[config.mk]
export PLATFORM = sky130hd
export DESIGN_NAME = tick_divider_bank
export DESIGN_NICKNAME = d
export VERILOG_FILES = /design/src/rtl/tick_div_pkg.sv /design/src/rtl/tick_div_channel.sv /design/src/rtl/tick_divider_bank.sv
export SDC_FILE = /design/constraint.sdc
export NUM_CORES = 1
export LEC_CHECK = 0
export ABC_AREA = 0
export CAP_MARGIN = 5
export CORE_AREA = 10 10 212 114
export CTS_CLUSTER_DIAMETER = 120
export DETAILED_ROUTE_END_ITERATION = 10
export DIE_AREA = 0 0 222 124
export DONT_BUFFER_PORTS = 1
export GPL_TIMING_DRIVEN = 0
export SYNTH_ARGS = -nofsm -noshare
export SYNTH_HDL_FRONTEND = slang
export SYNTH_HIERARCHICAL = 1
export SYNTH_SLANG_ARGS = --single-unit
[constraint.sdc]
create_clock -name clk_in -period 7 [get_ports clk_in]
set_input_delay 1.4 -clock clk_in [delete_from_list [all_inputs] [get_ports clk_in]]
set_output_delay 1.4 -clock clk_in [all_outputs]
set_load 0.02 [all_outputs]
[src/rtl/tick_div_pkg.sv]
// tick_div_pkg: shared types and helpers for the tick divider bank
package tick_div_pkg;
  localparam int DEF_CHANNELS = 4;
  localparam int MAX_CNT_W = 32;
  typedef struct packed {
    logic [MAX_CNT_W-1:0] div;
    logic                 cascade;
  } tick_chan_cfg_t;
  // A divisor of zero behaves as one so the counter always has a valid period
  function automatic logic [MAX_CNT_W-1:0] eff_div(input logic [MAX_CNT_W-1:0] d);
    return (d == '0) ? MAX_CNT_W'(1) : d;
  endfunction
endpackage

[src/rtl/tick_div_channel.sv]
// tick_div_channel: one programmable down-counter with registered tick and square outputs
module tick_div_channel import tick_div_pkg::*; #(
  parameter int CNT_W       = 16,
  parameter int DEFAULT_DIV = 16
) (
  input  logic           clk_in,
  input  logic           reset,
  input  logic           adv_src,
  input  logic           enable,
  input  logic           load,
  input  logic           restart,
  input  tick_chan_cfg_t cfg,
  output logic           wrap,
  output logic           tick,
  output logic           sq_out
);
  logic [CNT_W-1:0] div_q, div_d, cnt_q, cnt_d, rel_cur, rel_new;
  logic cascade_q, cascade_d, tick_q, tick_d, sq_q, sq_d, adv;
  assign rel_cur = CNT_W'(eff_div(MAX_CNT_W'(div_q))) - CNT_W'(1);
  assign rel_new = CNT_W'(eff_div(cfg.div)) - CNT_W'(1);
  // The head channel is fed adv_src = 1, so its cascade bit has no effect
  always_comb begin
    adv       = enable & (adv_src | ~cascade_q);
    wrap      = adv & (cnt_q == '0);
    div_d     = load ? CNT_W'(cfg.div) : div_q;
    cascade_d = load ? cfg.cascade : cascade_q;
    cnt_d     = load ? rel_new : restart ? rel_cur : !adv ? cnt_q : wrap ? rel_cur : cnt_q - CNT_W'(1);
    tick_d    = wrap & ~load & ~restart;
    sq_d      = restart ? 1'b0 : load ? sq_q : sq_q ^ wrap;
  end
  always_ff @(posedge clk_in or posedge reset) begin
    if (reset) begin
      div_q     <= CNT_W'(DEFAULT_DIV);
      cnt_q     <= CNT_W'(DEFAULT_DIV - 1);
      cascade_q <= 1'b0;
      tick_q    <= 1'b0;
      sq_q      <= 1'b0;
    end else begin
      div_q     <= div_d;
      cnt_q     <= cnt_d;
      cascade_q <= cascade_d;
      tick_q    <= tick_d;
      sq_q      <= sq_d;
    end
  end
  assign tick   = tick_q;
  assign sq_out = sq_q;
endmodule

[src/rtl/tick_divider_bank.sv]
// tick_divider_bank: bank of programmable, optionally cascaded tick generators
module tick_divider_bank import tick_div_pkg::*; #(
  parameter int CHANNELS    = DEF_CHANNELS,
  parameter int CNT_W       = 16,
  parameter int DEFAULT_DIV = 16,
  localparam int CH_W       = (CHANNELS > 1) ? $clog2(CHANNELS) : 1
) (
  input  logic                clk_in,
  input  logic                reset,
  input  logic [CHANNELS-1:0] enable,
  input  logic                sync_restart,
  input  logic                cfg_we,
  input  logic [CH_W-1:0]     cfg_ch,
  input  logic [CNT_W-1:0]    cfg_div,
  input  logic                cfg_cascade,
  output logic [CHANNELS-1:0] tick,
  output logic [CHANNELS-1:0] sq_out
);
  tick_chan_cfg_t cfg;
  logic [CHANNELS-1:0] wrap, adv_src;
  logic unused_wrap;
  assign cfg = '{div: MAX_CNT_W'(cfg_div), cascade: cfg_cascade};
  genvar i;
  // Wraps ripple combinationally down the chain, so cascaded stages add no latency
  for (i = 0; i < CHANNELS; i++) begin : g_ch
    if (i == 0) begin : g_head
      assign adv_src[i] = 1'b1;
    end else begin : g_link
      assign adv_src[i] = wrap[i-1];
    end
    tick_div_channel #(.CNT_W(CNT_W), .DEFAULT_DIV(DEFAULT_DIV)) u_ch (
      .clk_in  (clk_in),
      .reset   (reset),
      .adv_src (adv_src[i]),
      .enable  (enable[i]),
      .load    (cfg_we && cfg_ch == CH_W'(i)),
      .restart (sync_restart),
      .cfg     (cfg),
      .wrap    (wrap[i]),
      .tick    (tick[i]),
      .sq_out  (sq_out[i])
    );
  end
  assign unused_wrap = wrap[CHANNELS-1];
endmodule
== Word-level counts from Yosys, hierarchy flattened ==
Index checks and enable logic that the tools add are counted.

* Word-level logic and storage cells: 112
* Flip-flop bits (word level): 139

* Bitwise logic cells: 30
* Equal/unequal tests: 7
* Multiplexer cells: 29
* $add $sub $neg: 9
* Reductions and logical operators: 18

{| class="wikitable"
|+ Operators by type and width
! operator !! count
|-
| 16-bit 2-to-1 mux || 21
|-
| 16-bit by 1-bit subtractor with 16-bit output, second input constant || 9
|-
| 16-bit logical NOT || 8
|-
| 32-bit logical NOT || 1
|-
| 1-bit AND || 15
|-
| 3-bit nonzero test || 4
|-
| 1-bit 2-to-1 mux || 8
|-
| 2-bit != test, second input constant || 4
|-
| 1-bit NOT || 8
|-
| 2-bit == test, second input constant || 2
|-
| 1-bit logical AND || 4
|-
| 1-bit XOR || 4
|-
| 1-bit OR || 3
|-
| 2-bit by 1-bit == test with 1-bit output, second input constant || 1
|-
| 2-bit logical NOT || 1
|}

== Depth between registers and ports, before layout ==
Gate-level depths: netlist of the first run.

* Depth in word-level cells: 15
* Mapped depth: 21
* Depth with buffers taken out: 19

== Hierarchy ==
The synthesis of the first run kept the hierarchy.

{| class="wikitable"
|+ Modules (own cells, without submodules)
! module !! area each (sq um) !! cells each !! sequential area each (sq um) !! times used
|-
| tick_div_channel (g_ch[2].u_ch ...) || 2503.7 || 271 || 882.1 || 2
|-
| tick_div_channel (g_ch[0].u_ch ...) || 2501.1 || 271 || 882.1 || 2
|-
| tick_divider_bank || 45.0 || 6 || 0.0 || 1
|}

== Worst setup path after synthesis of the first run ==
Ideal clock, no wire load.

* Path kind: input to register
* From: in enable[0]
* To: reg g_ch[3].u_ch.cnt_q[11]
* Data arrival time: 4989 ps
* Library setup time: 126 ps
* Stages on the path: 18
* Path slack: 1885 ps
* Path buffers: 1
* Cells stage by stage: nand2_1 -> or4_1 -> inv_1 -> nand2b_1 -> nand2_1 -> or4_1 -> inv_1 -> nand2b_1 -> nand2_1 -> or4_1 -> inv_1 -> nand2b_1 -> nand2_1 -> o41a_1 -> buf_6 -> a311oi_2 -> a211oi_1 -> a221o_1

* Cells in the longest elaborated chain, start to end: 14
* Elaborated cells between the ends (all ways): 15
* Those cells by class: mux: 4; bitwise: 10; reduce/logical: 1

{| class="wikitable"
|+ RTL lines
! element !! line !! RTL
|-
| start: declaration || tick_divider_bank.sv:10 || <nowiki>input logic [CHANNELS-1:0] enable,</nowiki>
|-
| 1-bit AND (*) || tick_div_channel.sv:24 || <nowiki>wrap = adv & (cnt_q == '0);</nowiki>
|-
| via adv_src[1] || tick_divider_bank.sv:20 || <nowiki>logic [CHANNELS-1:0] wrap, adv_src;</nowiki>
|-
| 1-bit OR (*) || tick_div_channel.sv:23 || <nowiki>adv = enable & (adv_src | ~cascade_q);</nowiki>
|-
| 1-bit AND (*) || tick_div_channel.sv:23 ||
|-
| 1-bit AND (*) || tick_div_channel.sv:24 ||
|-
| via adv_src[2] || tick_divider_bank.sv:20 ||
|-
| 1-bit OR (*) || tick_div_channel.sv:23 ||
|-
| 1-bit AND (*) || tick_div_channel.sv:23 ||
|-
| 1-bit AND (*) || tick_div_channel.sv:24 ||
|-
| via adv_src[3] || tick_divider_bank.sv:20 ||
|-
| 1-bit OR (*) || tick_div_channel.sv:23 ||
|-
| 1-bit AND (*) || tick_div_channel.sv:23 ||
|-
| 1-bit AND || tick_div_channel.sv:24 ||
|-
| 16-bit 2-to-1 mux (4 in series) || tick_div_channel.sv:27 || <nowiki>cnt_d = load ? rel_new : restart ? rel_cur : !adv ? cnt_q : wrap ? rel_cur : cnt_q - CNT_W'(1);</nowiki>
|-
| end signal: assignment || tick_div_channel.sv:34 || <nowiki>cnt_q <= CNT_W'(DEFAULT_DIV - 1);</nowiki>
|-
| end signal: assignment || tick_div_channel.sv:40 || <nowiki>cnt_q <= cnt_d;</nowiki>
|-
| end: declaration || tick_div_channel.sv:17 || <nowiki>logic [CNT_W-1:0] div_q, div_d, cnt_q, cnt_d, rel_cur, rel_new;</nowiki>
|}

The timed path passes the listed nets; every way through them passes the cells marked *. The select of a mux whose other input is x is not followed.
A chain may end at the register's enable or synchronous reset.

== Final worst setup path of the first run ==
* From: reg g_ch[0].u_ch.cnt_q[4]
* To: reg g_ch[3].u_ch.cnt_q[15]

* Cells in the longest elaborated chain, start to end: 15
* Elaborated cells between the ends (all ways): 16
* Those cells by class: mux: 4; bitwise: 10; reduce/logical: 2

{| class="wikitable"
|+ RTL lines
! element !! line
|-
| start: declaration || tick_div_channel.sv:17
|-
| start signal: assignment || tick_div_channel.sv:34
|-
| start signal: assignment || tick_div_channel.sv:40
|-
| 16-bit logical NOT (*) || tick_div_channel.sv:24
|-
| 1-bit AND (*) || tick_div_channel.sv:24
|-
| via adv_src[1] || tick_divider_bank.sv:20
|-
| 1-bit OR (*) || tick_div_channel.sv:23
|-
| 1-bit AND (*) || tick_div_channel.sv:23
|-
| 1-bit AND (*) || tick_div_channel.sv:24
|-
| via adv_src[2] || tick_divider_bank.sv:20
|-
| 1-bit OR (*) || tick_div_channel.sv:23
|-
| 1-bit AND (*) || tick_div_channel.sv:23
|-
| 1-bit AND (*) || tick_div_channel.sv:24
|-
| via adv_src[3] || tick_divider_bank.sv:20
|-
| 1-bit OR (*) || tick_div_channel.sv:23
|-
| 1-bit AND (*) || tick_div_channel.sv:23
|-
| 1-bit AND || tick_div_channel.sv:24
|-
| 16-bit 2-to-1 mux (4 in series) || tick_div_channel.sv:27
|}

Marks and branches as above.

==> results.py, run 1 <==
metrics = {
    "global_route": {
        "groute.usage.overall_pct": 22.6,
        "grt_pass1_wl_mm": 48.7,
        "grt_antenna_before_repair": 0,
        "gr-total-overflow": 0,
        "grt_max_degree": 36,
        "grt_pass1_vias": 8473,
    },
    "synth": {
        "syn_inst": 1089,
        "synth_warnings": 6,
        "syn_area_um2": 10100,
        "avgSynthCellArea_um2": 9.23,
    },
    "cts": {
        "cts_hold_buf": 0,
        "cts_setup_buffers": 0,
        "insertion_delay_ns": 0.45,
        "cts_buffers": 17,
        "clk_path_buf_depth": 2,
        "cts-root-buf": "clkbuf_16",
        "clkSlewWorstSetupHoldPaths_ns": 0.06,
        "htreeDepth": 4,
        "cts.repair.resized": 0,
        "cts_sinks": 140,
        "cts_tree": "yes",
    },
    "setup_path": {
        "cp-end-kind": "flip-flop",
        "crit_path_max_fanout": 8,
        "path_class": "reg -> reg",
        "crit_arrival_ns": 5.85,
        "cp-start-kind": "flip-flop",
        "cp.required_ns": 7.36,
    },
    "die": {
        "rows": 37,
        "floorplan.initialDensity_pct": 49.6,
        "die_area_um2": 27500,
        "die_w_um": 222,
        "pin_count": 35,
        "fp.coreArea_um2": 20300,
        "fp.dieH_um": 124,
    },
    "drt": {
        "antenna_left": 0,
        "drt_iter0_markers": 944,
        "detail_route.wl_per_cell_um": 21.7,
        "drc_errors": 0,
        "vias": 9069,
        "drt_pass1_iterations": 6,
        "routed_via_density": 6.20,
        "drt-total-wl_mm": 31.7,
    },
    "finish": {
        "multi_input_area_um2": 6450,
        "finalNetCount": 1215,
        "fill_cells": 1831,
        "drive_gt1_share_pct": 13.9,
        "synthToLayoutAreaGrowth_pct": 13.2,
        "seqCellArea_um2": 3530,
        "instances_no_fill": 1462,
        "antenna_cells": 0,
    },
    "timing": {
        "tightest_slew_ns": 1.44,
        "relSlewSlack_pct": 3.59,
        "fin_worst_skew_ns": 0.00720,
        "maxSlewViolCount": 0,
        "fin_crit_sh_pct": 78.4,
        "rsz0062_at_grt": "false",
        "fmax_ghz": 0.182,
        "finalHoldViolCount": 0,
        "finalSetupTns_ns": 0,
        "worst_slack_ns": 1.51,
        "setup_viol": 0,
        "post-route-min-period_ns": 5.49,
    },
    "pwr": {
        "power_per_cell_area_nw_per_um2": 275,
        "total_leakage_power_nw": 4.43,
        "ir_worst_vdd_mv": 0.247,
    },
    "placement": {
        "place_congestion": 0.924,
        "dp_slack_ns": 1.40,
        "port_buffers": 0,
        "hpwlAfterDp_mm": 21.6,
        "dp_cells": 1428,
    },
    "worst_hold_path": {
        "hold_class": "reg -> reg",
    },
    "run_status": {
        "outcome": "finished clean",
    },
    "job": {
        "max_cap_viol_count": 0,
    },
}
## layout make-up
| class | count | area share [%] |
|---|---|---|
| inverters | 39 | 1.29 |
| flip-flops and latches | 140 | 31.0 |
| multi-input cells | 939 | 56.7 |
| repair buffers | 5 | 0.616 |
| clock buffers | 20 | 4.10 |
| well taps | 273 | 3.00 |
| clock inverters | 12 | 1.89 |
| plain buffers | 34 | 1.45 |
## metrics by stage
step           instance area (um2)  util, %  power [W]  hold WS, ns
2_1_floorplan                10300        -    0.00183        0.482
3_3_place_gp                 10600     52.4    0.00201        0.490
3_5_place_dp                 10700     52.7    0.00204        0.497
4_1_cts                      11400     56.1    0.00312        0.510
5_1_grt                      11400     56.1    0.00328        0.538
6_report                     11400     56.1    0.00313        0.510
## worst max-delay path: stages (launching register included)
cell and delay, ns:
dfrtp_1 0.41, nor3_2 0.40, nand4b_1 0.44, or4_1 0.67
inv_1 0.07, nand2b_1 0.12, nand2_1 0.12, or4_1 0.59
inv_1 0.11, nand2b_1 0.16, nand2_1 0.13, or4_1 0.58
inv_1 0.08, nand2b_1 0.13, nand2_1 0.13, o41ai_4 0.70
o311a_1 0.33, a211oi_1 0.07, a221oi_2 0.16
## sequential cells by signal, summed over array words and instances, names as in the netlist
| register | cells |
|---|---|
| g_ch.u_ch/div_q | 64 |
| g_ch.u_ch/cnt_q | 64 |
| g_ch.u_ch/cascade_q | 4 |
| g_ch.u_ch/sq_out | 4 |
| g_ch.u_ch/tick | 4 |
## layout by cell type (no fill, tap or decap), drive strengths merged, types with 20 or more instances in the layout
cell type and count:
a21oi 30, nor2 106, buf 23, or4 20, dfstp 20, o21ai 48
inv 39, nand2 76, conb 65, clkbuf 36, dfrtp 120, nor4 40
xnor2 68, mux2 64, nor3 58, a221o 24, or3 20, nand3 38
xor2 70
## worst paths after layout
kind | end | start | cells after the start | slack, ns
setup / recovery | g_ch[3].u_ch/cnt_q[15]$_DFFE_PP0P_ | g_ch[0].u_ch/cnt_q[4]$_DFFE_PP0P_ | 18 | 1.51
hold / removal | g_ch[2].u_ch/cascade_q$_DFFE_PP0P_ | g_ch[2].u_ch/cascade_q$_DFFE_PP0P_ | 1 | 0.51
setup reg to reg | g_ch[3].u_ch/cnt_q[15]$_DFFE_PP0P_ | g_ch[0].u_ch/cnt_q[4]$_DFFE_PP0P_ | 18 | 1.51
hold reg to reg | g_ch[2].u_ch/cascade_q$_DFFE_PP0P_ | g_ch[2].u_ch/cascade_q$_DFFE_PP0P_ | 1 | 0.51
max in group asynchronous | g_ch[2].u_ch/div_q[4]$_DFFE_PP1P_ | reset | 2 | 5.34
min in group asynchronous | g_ch[0].u_ch/cnt_q[12]$_DFFE_PP0P_ | reset | 1 | 0.97
## report_power, final
| group | total (W) | leakage, nW | switching (W) | internal (W) |
|---|---|---|---|---|
| Clock | 0.00107 | 0.332 | 0.000381 | 0.000694 |
| Combinational | 0.000803 | 2.44 | 0.000417 | 0.000387 |
| Sequential | 0.00125 | 1.66 | 0.000227 | 0.00102 |
| Total | 0.00313 | 4.43 | 0.00102 | 0.00210 |
## routing by layer
metal	vias up	global-route usage, %	wire, um
li1	4187	-	-
met1	4464	30.7	14600
met2	383	34.7	13900
met3	35	5.66	2800
met4	0	7.39	443
met5	-	0	0
(Power assumes the default switching activity.)
==> inputs of run 2 (changes only) <==
clock period = 5.7 ns   (was 7 ns; I/O delays follow)
==> results.py, run 2 (synthesis gave the netlist of run 1 again) <==
metrics = {
    "placement": {
        "port_buffers": 0,
        "placed_area_um2": 10700,
        "place_congestion": 0.924,
        "dp_cells": 1428,
        "hpwlAfterDp_mm": 21.6,
    },
    "die": {
        "floorplan.initialDensity_pct": 49.6,
        "die_area_um2": 27500,
        "fp.dieH_um": 124,
        "die_w_um": 222,
        "fp.coreArea_um2": 20300,
        "pin_count": 35,
        "rows": 37,
    },
    "global_route": {
        "grt_antenna_before_repair": 0,
        "grt_max_degree": 36,
        "groute.usage.overall_pct": 22.6,
        "grt_pass1_vias": 8473,
        "gr-total-overflow": 0,
        "grt_pass1_wl_mm": 48.7,
    },
    "timing": {
        "fin_worst_skew_ns": 0.00727,
        "finalSetupTns_ns": 0,
        "finalHoldViolCount": 0,
        "rsz0062_at_grt": "false",
        "hold_ws_ns": 0.510,
        "maxSlewViolCount": 0,
        "fmax_ghz": 0.186,
        "relSlewSlack_pct": 1.89,
        "setup_viol": 0,
        "tightest_slew_ns": 1.46,
        "fin_crit_sh_pct": 94.4,
        "post-route-min-period_ns": 5.38,
    },
    "finish": {
        "antenna_cells": 0,
        "synthToLayoutAreaGrowth_pct": 13.5,
        "drive_gt1_share_pct": 14.1,
        "final_common_cell": "dfrtp_1",
        "finalNetCount": 1218,
        "final_cell_mix": "120 x dfrtp_1, 106 x nor2_1, 76 x nand2_1, 70 x xor2_1, 68 x xnor2_1",
        "instances_no_fill": 1465,
        "final_cell_area_um2": 11400,
        "reg_top3": "g_ch.u_ch/cnt_q: 64 flops, g_ch.u_ch/div_q: 64 flops",
    },
    "setup_path": {
        "crit_path_max_fanout": 10,
        "cp.required_ns": 6.03,
        "critPathLaunch": "g_ch[0].u_ch/cnt_q[12]$_DFFE_PP0P_",
        "crit_arrival_ns": 5.71,
        "path_class": "reg -> reg",
        "reg2reg_depth": 19,
        "crit_end": "g_ch[3].u_ch/cnt_q[11]$_DFFE_PP0P_",
        "cp-start-kind": "flip-flop",
        "timing.rr.start": "g_ch[0].u_ch/cnt_q[12]$_DFFE_PP0P_",
        "r2r-end": "g_ch[3].u_ch/cnt_q[11]$_DFFE_PP0P_",
        "cp-end-kind": "flip-flop",
        "r2r_slack_ns": 0.32,
    },
    "cts": {
        "insertion_delay_ns": 0.45,
        "cts_sinks": 140,
        "clk_path_buf_depth": 2,
        "cts-root-buf": "clkbuf_16",
        "cts_tree": "yes",
        "cts_buffers": 17,
        "clkSlewWorstSetupHoldPaths_ns": 0.06,
        "cts.repair.resized": 0,
        "htreeDepth": 4,
    },
    "worst_hold_path": {
        "hold_class": "reg -> reg",
    },
    "pwr": {
        "power_per_cell_area_nw_per_um2": 337,
        "total_leakage_power_nw": 4.45,
        "ir_worst_vdd_mv": 0.304,
    },
    "drt": {
        "drt_iter0_markers": 1017,
        "routed_via_density": 6.15,
        "drc_errors": 0,
        "drt_pass1_iterations": 6,
        "drt-total-wl_mm": 31.8,
        "antenna_left": 0,
        "vias": 9016,
        "detail_route.wl_per_cell_um": 21.7,
    },
    "run_status": {
        "failed_checks": "capacitance limit",
        "outcome": "complete, but fails checks",
    },
    "job": {
        "max_cap_viol_count": 1,
    },
}
## run 2: worst min-delay path by stage
stage,from,endpoint,slack (ns),cells after the start
after floorplan,g_ch[2].u_ch/cascade_q$_DFFE_PP0P_,g_ch[2].u_ch/cascade_q$_DFFE_PP0P_,0.48,1
after global placement,g_ch[3].u_ch/cascade_q$_DFFE_PP0P_,g_ch[3].u_ch/cascade_q$_DFFE_PP0P_,0.49,1
after detailed placement,g_ch[2].u_ch/cascade_q$_DFFE_PP0P_,g_ch[2].u_ch/cascade_q$_DFFE_PP0P_,0.50,1
after CTS,g_ch[2].u_ch/cascade_q$_DFFE_PP0P_,g_ch[2].u_ch/cascade_q$_DFFE_PP0P_,0.51,1
after global routing,g_ch[2].u_ch/cascade_q$_DFFE_PP0P_,g_ch[2].u_ch/cascade_q$_DFFE_PP0P_,0.54,1
final,g_ch[2].u_ch/cascade_q$_DFFE_PP0P_,g_ch[2].u_ch/cascade_q$_DFFE_PP0P_,0.51,1
## run 2: routing by layer
| layer | track usage (%) | vias up | wire [um] |
|---|---|---|---|
| li1 | - | 4196 | - |
| met1 | 30.7 | 4437 | 14600 |
| met2 | 34.7 | 349 | 14000 |
| met3 | 5.66 | 34 | 2750 |
| met4 | 7.39 | 0 | 429 |
| met5 | 0 | - | 0 |
## run 2: repair_timing
item                                    in CTS  in global routing
hold buffers                                 0                  0
setup buffers                                0                  3
endpoints found under the setup margin       0                  3
## run 2: metrics by stage
| stage | util [%] | power (W) | setup WS (ns) |
|---|---|---|---|
| floorplan | - | 0.00225 | 0.845 |
| global placement | 52.4 | 0.00247 | 0.347 |
| detailed placement | 52.7 | 0.00250 | 0.333 |
| CTS | 56.1 | 0.00383 | 0.272 |
| global route | 56.2 | 0.00403 | 0.0731 |
| finish | 56.2 | 0.00384 | 0.321 |
## run 2: final cells by class
class | count | area (um2)
fill | 1832 | 8870
buffer | 34 | 165
sequential | 140 | 3530
inverter | 39 | 146
timing repair buffer | 8 | 92.6
tap | 273 | 342
clock buffer | 20 | 467
multi-input combinational | 939 | 6450
clock inverter | 12 | 215
## run 2: critical path, cell delays in order, from the launching register on
cell and delay (ns):
dfrtp_1 0.41, or4_4 0.57, or3_4 0.39, or4_1 0.48, inv_1 0.07, nand2b_1 0.12
nand2_1 0.12, or4_1 0.59, inv_1 0.11, nand2b_1 0.16, nand2_1 0.13, or4_1 0.58
inv_1 0.08, nand2b_1 0.13, nand2_1 0.13, o41a_1 0.44, buf_6 0.15, a311oi_2 0.22
a211oi_1 0.10, a221o_1 0.26
## run 2: power by group
group / switching (W) / internal, W
clock network: 0.000467 / 0.000852
logic: 0.000511 / 0.000475
registers: 0.000278 / 0.00126
==> RTL edit (config.mk and constraints of run 1) <==
The package constant `MAX_CNT_W` goes from 32 to 28.
--- a/src/rtl/tick_div_pkg.sv
+++ b/src/rtl/tick_div_pkg.sv
@@ -2,5 +2,5 @@
 package tick_div_pkg;
   localparam int DEF_CHANNELS = 4;
-  localparam int MAX_CNT_W = 32;
+  localparam int MAX_CNT_W = 28;
   typedef struct packed {
     logic [MAX_CNT_W-1:0] div;
Behaviour: unchanged (Yosys induction, for registers that start in step).
==> RTL edit against run 1 <==
Synthesized cell count is 2.2% higher; core utilization is 0.20 points lower; power is 2.2% lower; sequential cell count stayed put; worst setup slack better by 0.44 ns; sequential share of layout area is 0.11 points higher; clock skew is 0.00065 ns lower; count of clock-buffer cells in the layout is 4 higher; cell area is 0.35% lower; global-route usage is 0.28 points higher; wire length is 1.8% lower; synthesized area is 0.82% higher.
==> RTL edit: results (changes against run 1) <==
metric	value	unit	change
slew_headroom	0.4378		+0.4019
critPathArrivalTime	5.42	ns	-0.43 ns
avgRoutedWirePerCell	21.15	µm	-2.6%
multi_input_area	0.006492	mm²	+0.70%
clkbuf_count	24		+20%
fillers	1883		+2.8%
grt_pass1_wl	49520	µm	+1.7%
syn_inst	1113		+2.2%
antenna_found_initial	1		+1
dp_hpwl	21710	µm	+0.73%
status	finished, final reports clean		
grt_util_met1	0.3227		+0.01567
reg2reg_depth	20		+2
stdcell_count	1473		+0.75%
buf_share	0.02008		-0.0005890
p_int	2.025	mW	-3.7%
gp_congestion	0.9202		-0.39%
p_leak	4.450	nW	+0.44%
signal_buffers	44		+13%
crit_path_max_fanout	9		+1
setup.worst_path.end	g_ch[3].u_ch/cnt_q[3]		
dpl.cell_count	1441		+0.91%
grt_pass1_vias	8572		+1.2%
nNonClkInverters	37		-5.1%
wl_met3	2386	µm	-15%
met2_wirelength	13440	µm	-3.1%
ir_drop	170.4	µV	-31%
first_pass_iters	5		-1
critPathLaunch	g_ch[0].u_ch/cnt_q[8]		
use_met3	0.05193		-0.004678
clock_area_frac	0.05395		-0.005967
RTL edit: critical path, cell delays in order, from the launching register on:
cell and delay [ns]:
dfrtp_1 0.41, nor4_1 0.71, and2b_2 0.32, nand3_2 0.13, inv_1 0.10, nand2b_1 0.12
and4bb_2 0.29, nand3_2 0.14, inv_1 0.12, nand2b_1 0.22, nand2_1 0.14, or4_1 0.50
buf_2 0.20, inv_1 0.07, nand2b_1 0.12, nand2_1 0.10, o41a_1 0.42, buf_2 0.19
nor3_1 0.30, a311oi_1 0.09, a221o_1 0.28
RTL edit: worst min path at each step:
stage,slack [ns],start,cells after the start,endpoint
floorplan,0.47,g_ch[0].u_ch/cnt_q[2],2,g_ch[0].u_ch/cnt_q[2]
global placement,0.48,g_ch[1].u_ch/cnt_q[2],2,g_ch[1].u_ch/cnt_q[2]
detailed placement,0.49,g_ch[1].u_ch/cnt_q[2],2,g_ch[1].u_ch/cnt_q[2]
CTS,0.50,g_ch[1].u_ch/cnt_q[2],2,g_ch[1].u_ch/cnt_q[2]
global route,0.51,g_ch[1].u_ch/cnt_q[2],2,g_ch[1].u_ch/cnt_q[2]
finish,0.50,g_ch[1].u_ch/cnt_q[2],2,g_ch[1].u_ch/cnt_q[2]
RTL edit: power groups by stage:
stage | Combinational (mW) | Sequential, mW | Clock, mW
floorplan | 0.648 | 1.21 | 0
global placement | 0.778 | 1.27 | 0
detailed placement | 0.801 | 1.28 | 0
CTS | 0.806 | 1.26 | 0.990
global route | 0.906 | 1.30 | 1.02
finish | 0.815 | 1.27 | 0.974
RTL edit: metrics by stage:
step | worst slack (ns) | total power [mW]
after global routing | 1.604 | 3.226
after CTS | 1.969 | 3.060
after global placement | 1.740 | 2.045
final | 1.956 | 3.059
after floorplan | 2.356 | 1.863
after detailed placement | 1.727 | 2.076
